<file path="config.mk">
export PLATFORM = sky130hd
export DESIGN_NAME = fb_pingpong_ctrl
export DESIGN_NICKNAME = d
export VERILOG_FILES = /design/src/rtl/pen_fb_pkg.sv /design/src/rtl/fb_rd_streamer.sv /design/src/rtl/fb_pingpong_ctrl.sv
export SDC_FILE = /design/constraint.sdc
export NUM_CORES = 1
export LEC_CHECK = 0
export CELL_PAD_IN_SITES_DETAIL_PLACEMENT = 0
export CELL_PAD_IN_SITES_GLOBAL_PLACEMENT = 1
export CORE_ASPECT_RATIO = 1.1
export CORE_MARGIN = 3
export CORE_UTILIZATION = 35
export DETAILED_ROUTE_END_ITERATION = 7
export MAX_ROUTING_LAYER = met4
export PLACE_DENSITY = 0.88
export SYNTH_ARGS = -nofsm -noshare
export SYNTH_HDL_FRONTEND = slang
export SYNTH_SLANG_ARGS = --single-unit
</file>
<file path="constraint.sdc">
create_clock -name clk -period 4 [get_ports clk]
set_clock_uncertainty 0.2 [all_clocks]
set_input_delay 1 -clock clk [delete_from_list [all_inputs] [get_ports clk]]
set_output_delay 1 -clock clk [all_outputs]
set_load 0.05 [all_outputs]
</file>
<file path="src/rtl/pen_fb_pkg.sv">
// Shared constants and read-FSM state type for the packed edge-bitmap frame buffer.
package pen_fb_pkg;

  localparam int FRAME_BYTES = 5280;
  localparam int FB_ADDR_W   = $clog2(FRAME_BYTES);
  localparam int FB_DROP_W   = 8;

  typedef enum logic [2:0] {
    RD_IDLE,
    RD_WAIT,
    RD_FETCH,
    RD_LOAD,
    RD_SEND
  } rd_state_t;

endpackage

</file>
<file path="src/rtl/fb_rd_streamer.sv">
// Read side of the ping-pong buffer: waits for a granted frame, then streams it byte by byte
// to the UART TX handshake (fetch, load, send per byte).
module fb_rd_streamer
  import pen_fb_pkg::*;
#(
  parameter int ADDR_W = FB_ADDR_W
) (
  input  logic              clk,
  input  logic              reset,
  input  logic              frame_req,
  input  logic              rdy_valid,
  input  logic              wr_frame_tick,
  input  logic              rd_bank,
  input  logic [7:0]        mem_rdata,
  input  logic              tx_ready,
  output logic              grant,
  output logic              done,
  output logic              busy,
  output logic [ADDR_W:0]   mem_raddr,
  output logic              tx_valid,
  output logic [7:0]        tx_data,
  output logic              tx_last
);

  localparam logic [ADDR_W-1:0] LAST_ADDR = ADDR_W'(FRAME_BYTES - 1);

  rd_state_t         state;
  rd_state_t         state_next;
  logic [ADDR_W-1:0] rd_addr;

  // A tick in the same cycle wins so the grant picks up the newer frame next cycle.
  assign grant = (state == RD_WAIT) && rdy_valid && !wr_frame_tick;
  assign done  = (state == RD_SEND) && tx_ready && tx_last;
  assign busy  = (state != RD_IDLE);

  always_ff @(posedge clk) begin
    if (reset) state <= RD_IDLE;
    else       state <= state_next;
  end

  always_comb begin
    state_next = state;
    case (state)
      RD_IDLE:  if (frame_req) state_next = RD_WAIT;
      RD_WAIT:  if (grant) state_next = RD_FETCH;
      RD_FETCH: state_next = RD_LOAD;
      RD_LOAD:  state_next = RD_SEND;
      RD_SEND:  if (tx_ready) state_next = tx_last ? RD_IDLE : RD_FETCH;
      default:  state_next = RD_IDLE;
    endcase
  end

  // Output byte is held stable in RD_SEND until the UART takes it.
  always_ff @(posedge clk) begin
    if (reset) begin
      rd_addr   <= '0;
      mem_raddr <= '0;
      tx_valid  <= 1'b0;
      tx_data   <= '0;
      tx_last   <= 1'b0;
    end else begin
      case (state)
        RD_WAIT:  if (grant) rd_addr <= '0;
        RD_FETCH: mem_raddr <= {rd_bank, rd_addr};
        RD_LOAD: begin
          tx_data  <= mem_rdata;
          tx_valid <= 1'b1;
          tx_last  <= (rd_addr == LAST_ADDR);
        end
        RD_SEND: begin
          if (tx_ready) begin
            tx_valid <= 1'b0;
            if (tx_last) tx_last <= 1'b0;
            else         rd_addr <= rd_addr + ADDR_W'(1);
          end
        end
        default: ;
      endcase
    end
  end

endmodule

</file>
<file path="src/rtl/fb_pingpong_ctrl.sv">
// Ping-pong frame buffer controller: owns write/read bank selection, the frame swap and the
// dropped-frame policy; the byte streaming itself lives in fb_rd_streamer.
module fb_pingpong_ctrl
  import pen_fb_pkg::*;
#(
  parameter int ADDR_W = FB_ADDR_W,
  parameter int DROP_W = FB_DROP_W
) (
  input  logic              clk,
  input  logic              reset,
  input  logic              wr_we,
  input  logic [ADDR_W-1:0] wr_addr,
  input  logic [7:0]        wr_data,
  input  logic              wr_frame_tick,
  output logic              mem_we,
  output logic [ADDR_W:0]   mem_waddr,
  output logic [7:0]        mem_wdata,
  output logic [ADDR_W:0]   mem_raddr,
  input  logic [7:0]        mem_rdata,
  input  logic              frame_req,
  output logic              tx_valid,
  input  logic              tx_ready,
  output logic [7:0]        tx_data,
  output logic              tx_last,
  output logic              frame_ready,
  output logic              busy,
  output logic [DROP_W-1:0] drop_cnt
);

  logic wr_bank;
  logic rd_bank;
  logic rdy_bank;
  logic rdy_valid;
  logic rd_active;
  logic grant;
  logic done;
  logic drop_hit;

  assign mem_we      = wr_we;
  assign mem_waddr   = {wr_bank, wr_addr};
  assign mem_wdata   = wr_data;
  assign frame_ready = rdy_valid;

  // Finishing into the bank being streamed would overwrite it, so that frame is discarded.
  assign drop_hit = rd_active && (rd_bank != wr_bank);

  // A swap replaces any older unsent frame; grant and tick never coincide.
  always_ff @(posedge clk) begin
    if (reset) begin
      wr_bank   <= 1'b0;
      rd_bank   <= 1'b0;
      rdy_bank  <= 1'b0;
      rdy_valid <= 1'b0;
      rd_active <= 1'b0;
      drop_cnt  <= '0;
    end else begin
      if (wr_frame_tick) begin
        if (drop_hit) begin
          if (drop_cnt != '1) drop_cnt <= drop_cnt + DROP_W'(1);
        end else begin
          rdy_bank  <= wr_bank;
          rdy_valid <= 1'b1;
          wr_bank   <= ~wr_bank;
        end
      end
      if (grant) begin
        rd_bank   <= rdy_bank;
        rdy_valid <= 1'b0;
        rd_active <= 1'b1;
      end
      if (done) rd_active <= 1'b0;
    end
  end

  fb_rd_streamer #(
    .ADDR_W(ADDR_W)
  ) u_streamer (
    .clk           (clk),
    .reset         (reset),
    .frame_req     (frame_req),
    .rdy_valid     (rdy_valid),
    .wr_frame_tick (wr_frame_tick),
    .rd_bank       (rd_bank),
    .mem_rdata     (mem_rdata),
    .tx_ready      (tx_ready),
    .grant         (grant),
    .done          (done),
    .busy          (busy),
    .mem_raddr     (mem_raddr),
    .tx_valid      (tx_valid),
    .tx_data       (tx_data),
    .tx_last       (tx_last)
  );

endmodule

</file>
* Word level (Yosys, flattened, before mapping)
Index checks and enable logic that the tools add are counted.
Widths: inputs -> output; s select.
** Storage, ports and cells
- Register bits after elaboration :: 53
- Input bits :: 35
- Output and inout bits :: 57
- Logic and storage cells :: 56
** Cells by class
- $add $sub $neg :: 2
- Eq/ne operators :: 11
- Mux-type cells :: 12
- Bitwise logic cells :: 2
- Reduce and logical (&&, ||, !) cells :: 17
** Operators by type and width (count)
- $mux 13 :: 3
- $pmux 13 s2 :: 1
- $pmux 3 s5 :: 1
- $add 13x1->13 const B :: 1
- $eq 13x13->1 const B :: 1
- $mux 3 :: 3
- $add 8x1->8 const B :: 1
- $ne 2x2->1 const B :: 4
- $ne 8x8->1 const B :: 1
- $eq 3x2->1 const B :: 2
- $reduce_and 3->1 :: 2
- $logic_and 1x1->1 :: 5
- $pmux 1 s2 :: 2
- $reduce_and 2->1 :: 2
- $reduce_and 4->1 :: 1
- $reduce_bool 2->1 :: 2
- $reduce_or 2->1 :: 2
- $eq 3x1->1 const B :: 1
- $eq 3x3->1 const B :: 1
- $logic_not 3->1 :: 1
- $reduce_bool 3->1 :: 1
- $mux 2 :: 1
- $not 1->1 :: 2
- $logic_not 1->1 :: 1
- 2 further kinds :: 2

* Logic depth before layout (Yosys ltp)
- Word-level depth :: 5
- Gate-level depth with buffers :: 7

* Cells and area by module
Synthesis repeated with hierarchy kept, for this count alone.
** Unflattened totals
- Cells, all modules :: 312
- Area, all modules :: 2587.5 µm²
** By module, submodules not included
- fb_rd_streamer :: times used 1, cells an instance 227, area an instance 1843.0 µm², sequential area each 800.8 µm²
- fb_pingpong_ctrl :: times used 1, cells an instance 85, area an instance 744.5 µm², sequential area each 260.2 µm²

* Least setup slack after synthesis
Ideal clock, no wire load.
- Path kind :: input -> register
- Start point :: input port wr_frame_tick
- End point :: register u_streamer.rd_addr[7]
- Setup time :: 70 ps
- Arrival :: 2101 ps
- Data required time :: 3730 ps
- Setup slack :: 1628 ps
- Cell stages on the path :: 5
- Buffers on the path :: 1
- Cell sequence :: nor4b_4 > a32oi_2 > buf_6 > or4_1 > a21oi_1
** Between the ends
- Longest elaborated chain between the ends :: 4
** Ends and longest elaborated chain
- from (decl) :: RTL line fb_pingpong_ctrl.sv:14 : input logic wr_frame_tick,
- $logic_not 1->1 :: RTL line fb_rd_streamer.sv:32 : assign grant = (state == RD_WAIT) && rdy_valid && !wr_frame_tick;
- $logic_and 1x1->1 :: RTL line fb_rd_streamer.sv:32
- $ne 2x2->1 (no source line)
- $reduce_and 4->1 (no source line)
- to (signal assigned) :: RTL line fb_rd_streamer.sv:74 : else rd_addr <= rd_addr + ADDR_W'(1);
- to (decl) :: RTL line fb_rd_streamer.sv:29 : logic [ADDR_W-1:0] rd_addr;
Every way passes these cells.
A chain may end at the register's enable or synchronous reset.

* Worst setup path in the final report
- Start point :: register u_streamer.state[0]
- End point :: output port busy
** Between the ends
- Longest elaborated chain between the ends :: 1
** Ends and longest elaborated chain
- from (decl) :: RTL line fb_rd_streamer.sv:27 : rd_state_t state;
- from (signal assigned) :: RTL line fb_rd_streamer.sv:38 : else state <= state_next;
- $reduce_bool 3->1 :: RTL line fb_rd_streamer.sv:34 : assign busy = (state != RD_IDLE);
- to (decl) :: RTL line fb_pingpong_ctrl.sv:26 : output logic busy,
Every way passes these cells.

==> impl_metrics.toml <==
[cts]
htreeDepth = 2
clkSlewWorstSetupHoldPaths_ps = 90
postCtsSetupRepairBufs = 0
cts_resized = 0
ctsLongestPathBuffers = 2
numCtsBuffers = 5
root_buffer = "clkbuf_8"
cts_tree = "yes"
cts_hold_buf = 0
clock_latency_ps = 310
cts_sinks = 53

[timing]
rsz0062_at_grt = "false"
setup_ws_ps = 831
setup_viol = 0
tns_ps = 0
slew_viol_final = 0
worst_pin_slew_ps = 925
timing.hold.ws_ps = 258
finalCritPeriodShare = 0.792
fin_crit_ps = 3170
hold_violations = 0
fmax_mhz = 316
slew_headroom = 0.383

[power_and_ir_drop]
p_leak_nw = 0.948
vdd_drop_max_uv = 169
p_total_mw = 1.21
p_per_area_mw_per_mm2 = 406

[drt]
drtIter0Drc = 51
post_drt_wl_per_cell_um = 14.1
vias_per_cell = 5.25
drtPass1Iterations = 4
drc_errors = 0
dr_total_vias = 2049
routed_wirelength_um = 5480
final_antenna_net_count = 0

[synth]
async_flop_share = 0
yosysTopAreaCell = "dfxtp_1"
synth_warnings = 0
synth_area_leaders = "dfxtp_1, buf_4, mux2i_1, a21oi_1, nor2_1"
synthCells = 290
synth_edf_count = 0
ys_types = 44
synth_ff_type = "dfxtp_1"
synth_top_cell_area_share = 0.418
ys_seq_area_frac = 0.418
synth_seq_cells = 53
syn_avg_cell_area_um2 = 8.75
syn_area_mm2 = 0.00254
synth_nets = 327

[final_layout]
fillCellCount = 672
antenna_cells = 0
area_growth_syn_to_layout_pct = 17.7
drive_above_1_share = 0.0552
finalNonFillerCells = 390
nNetsFinal = 344

[hold_path]
holdCritPathClass = "flip-flop to flip-flop"
hold_depth = 2

[die]
pin_count = 92
core_area_mm2 = 0.00679
die_x_um = 87.2
fp.dieArea_mm2 = 0.00831
fp-row-count = 31
initial_core_util = 0.374
dieHeight_um = 95.3

[placed_design]
pre_cts_ws_ps = 821
port_buffers = 47
place_inst = 382
place.gp.congestion = 0.799
hpwl_um = 3700

[job]
maxCapViolations = 0

[setup_path]
reg2regPathDepth = 4
crit_chain = "or3_1 -> clkdlybuf4s50_1"
arrival_ps = 1970
critPathSlowestCell = "clkdlybuf4s50_1"
cp_slowest_stage_delay_ps = 810
crit_fanout = 16
end_kind = "primary output"
worstSetupPathType = "flip-flop to primary output"
start_kind = "flip-flop"
required_ps = 2800

[global_route]
grt_pass1_vias = 1884
grt_max_degree = 46
grt_pass1_wl_um = 8980
antenna_found_initial = 0
grt_overflow_total = 0
grt_usage = 0.138

[outcome]
status = "complete, no violations"
synth_stat cells (2+ instances only):
| master | instances |
|---|---|
| buf_4 | 24 |
| nand2b_1 | 3 |
| clkbuf_1 | 9 |
| a21oi_1 | 31 |
| buf_2 | 3 |
| nor2_1 | 26 |
| or3_1 | 8 |
| or4_1 | 11 |
| and2_1 | 2 |
| o41ai_1 | 2 |
| nand3_1 | 14 |
| nor2b_1 | 5 |
| mux2_2 | 2 |
| dfxtp_1 | 53 |
| ha_1 | 2 |
| mux2i_1 | 16 |
| nand2_1 | 24 |
| o21ai_0 | 6 |
| inv_1 | 5 |
| nand4_1 | 4 |
| nor3_1 | 3 |
| o31ai_1 | 11 |
| xor2_1 | 2 |
| buf_6 | 2 |
| and3_1 | 2 |
| or3b_2 | 2 |
worst paths after layout:
check / start / to / slack (ps)
setup / recovery: u_streamer.state[0] / busy / 830
hold / removal: u_streamer.tx_data[1] / u_streamer.tx_data[1] / 260
setup reg to reg: u_streamer.state[2] / u_streamer.rd_addr[9] / 1640
hold reg to reg: u_streamer.tx_data[1] / u_streamer.tx_data[1] / 260
where the power goes:
group	leakage, nW	total [mW]	switching [mW]	internal [mW]
Sequential	0.428	0.588	0.0402	0.548
Clock	0.0585	0.379	0.175	0.204
Combinational	0.461	0.244	0.144	0.0997
Total	0.948	1.21	0.360	0.852
final cells by class:
cell class | count | area, µm² | share of cell area
well taps | 82 | 103 | 0.0344
multi-input cells | 193 | 1200 | 0.402
clock buffers | 7 | 86.3 | 0.0289
inverters | 5 | 18.8 | 0.00629
repair buffers | 49 | 485 | 0.163
clock inverters | 1 | 30.0 | 0.0101
flip-flops and latches | 53 | 1060 | 0.355
cell usage in the layout, fill, tap and decap left out, types with 2 or more instances in the layout:
master	Yosys	routed
or4_1	11	11
clkbuf_8	0	6
o31ai_1	11	11
nor3_1	3	3
and3_1	2	2
nand2_1	24	24
inv_1	5	5
nor2b_1	5	5
a21oi_1	31	31
dfxtp_1	53	53
o41ai_1	2	2
clkdlybuf4s50_1	0	47
xor2_1	2	2
and2_1	2	2
nor2_1	26	26
o21ai_0	6	6
or3b_2	2	2
ha_1	2	2
or3_1	8	8
mux2i_1	16	16
nand3_1	14	14
nand4_1	4	4
mux2_2	2	2
buf_4	24	2
nand2b_1	3	3
cells by family (layout without fill, tap and decap cells):
kind of cell,after synthesis,after routing,share of synthesized area
and+or+nand+nor,112,112,0.239
AOI/OAI and AO/OA,58,58,0.142
DFF,53,53,0.418
buffers and inverters,44,62,0.108
muxes,18,18,0.0720
xor gates and xnor gates,3,3,0.0104
adders and majority gates,2,2,0.00987
layer usage:
metal | track usage | wire [µm]
met1 | 0.167 | 2500
met2 | 0.225 | 2530
met3 | 0.0285 | 353
met4 | 0.0524 | 99
met5 | - | 0
metrics by stage:
| step | util | area [µm²] |
|---|---|---|
| after detailed placement | 0.423 | 2870 |
| final | 0.440 | 2990 |
| after global placement | 0.423 | 2870 |
| after global routing | 0.440 | 2990 |
| after CTS | 0.440 | 2990 |
| after floorplan | - | 2540 |
registers in the layout, indices dropped and copies added, names as in the netlist, 3 cells and up:
signal and flops:
u_streamer.mem_raddr 14, u_streamer.rd_addr 13, drop_cnt 8, u_streamer.tx_data 8, u_streamer.state 3
critical path: cells and delay by family, from the launching register on:
| kind | cells | cell delay [ps] |
|---|---|---|
| simple gates | 1 | 200 |
| buf+inv | 1 | 810 |
| flops | 1 | 640 |
(Power assumes the default switching activity.)
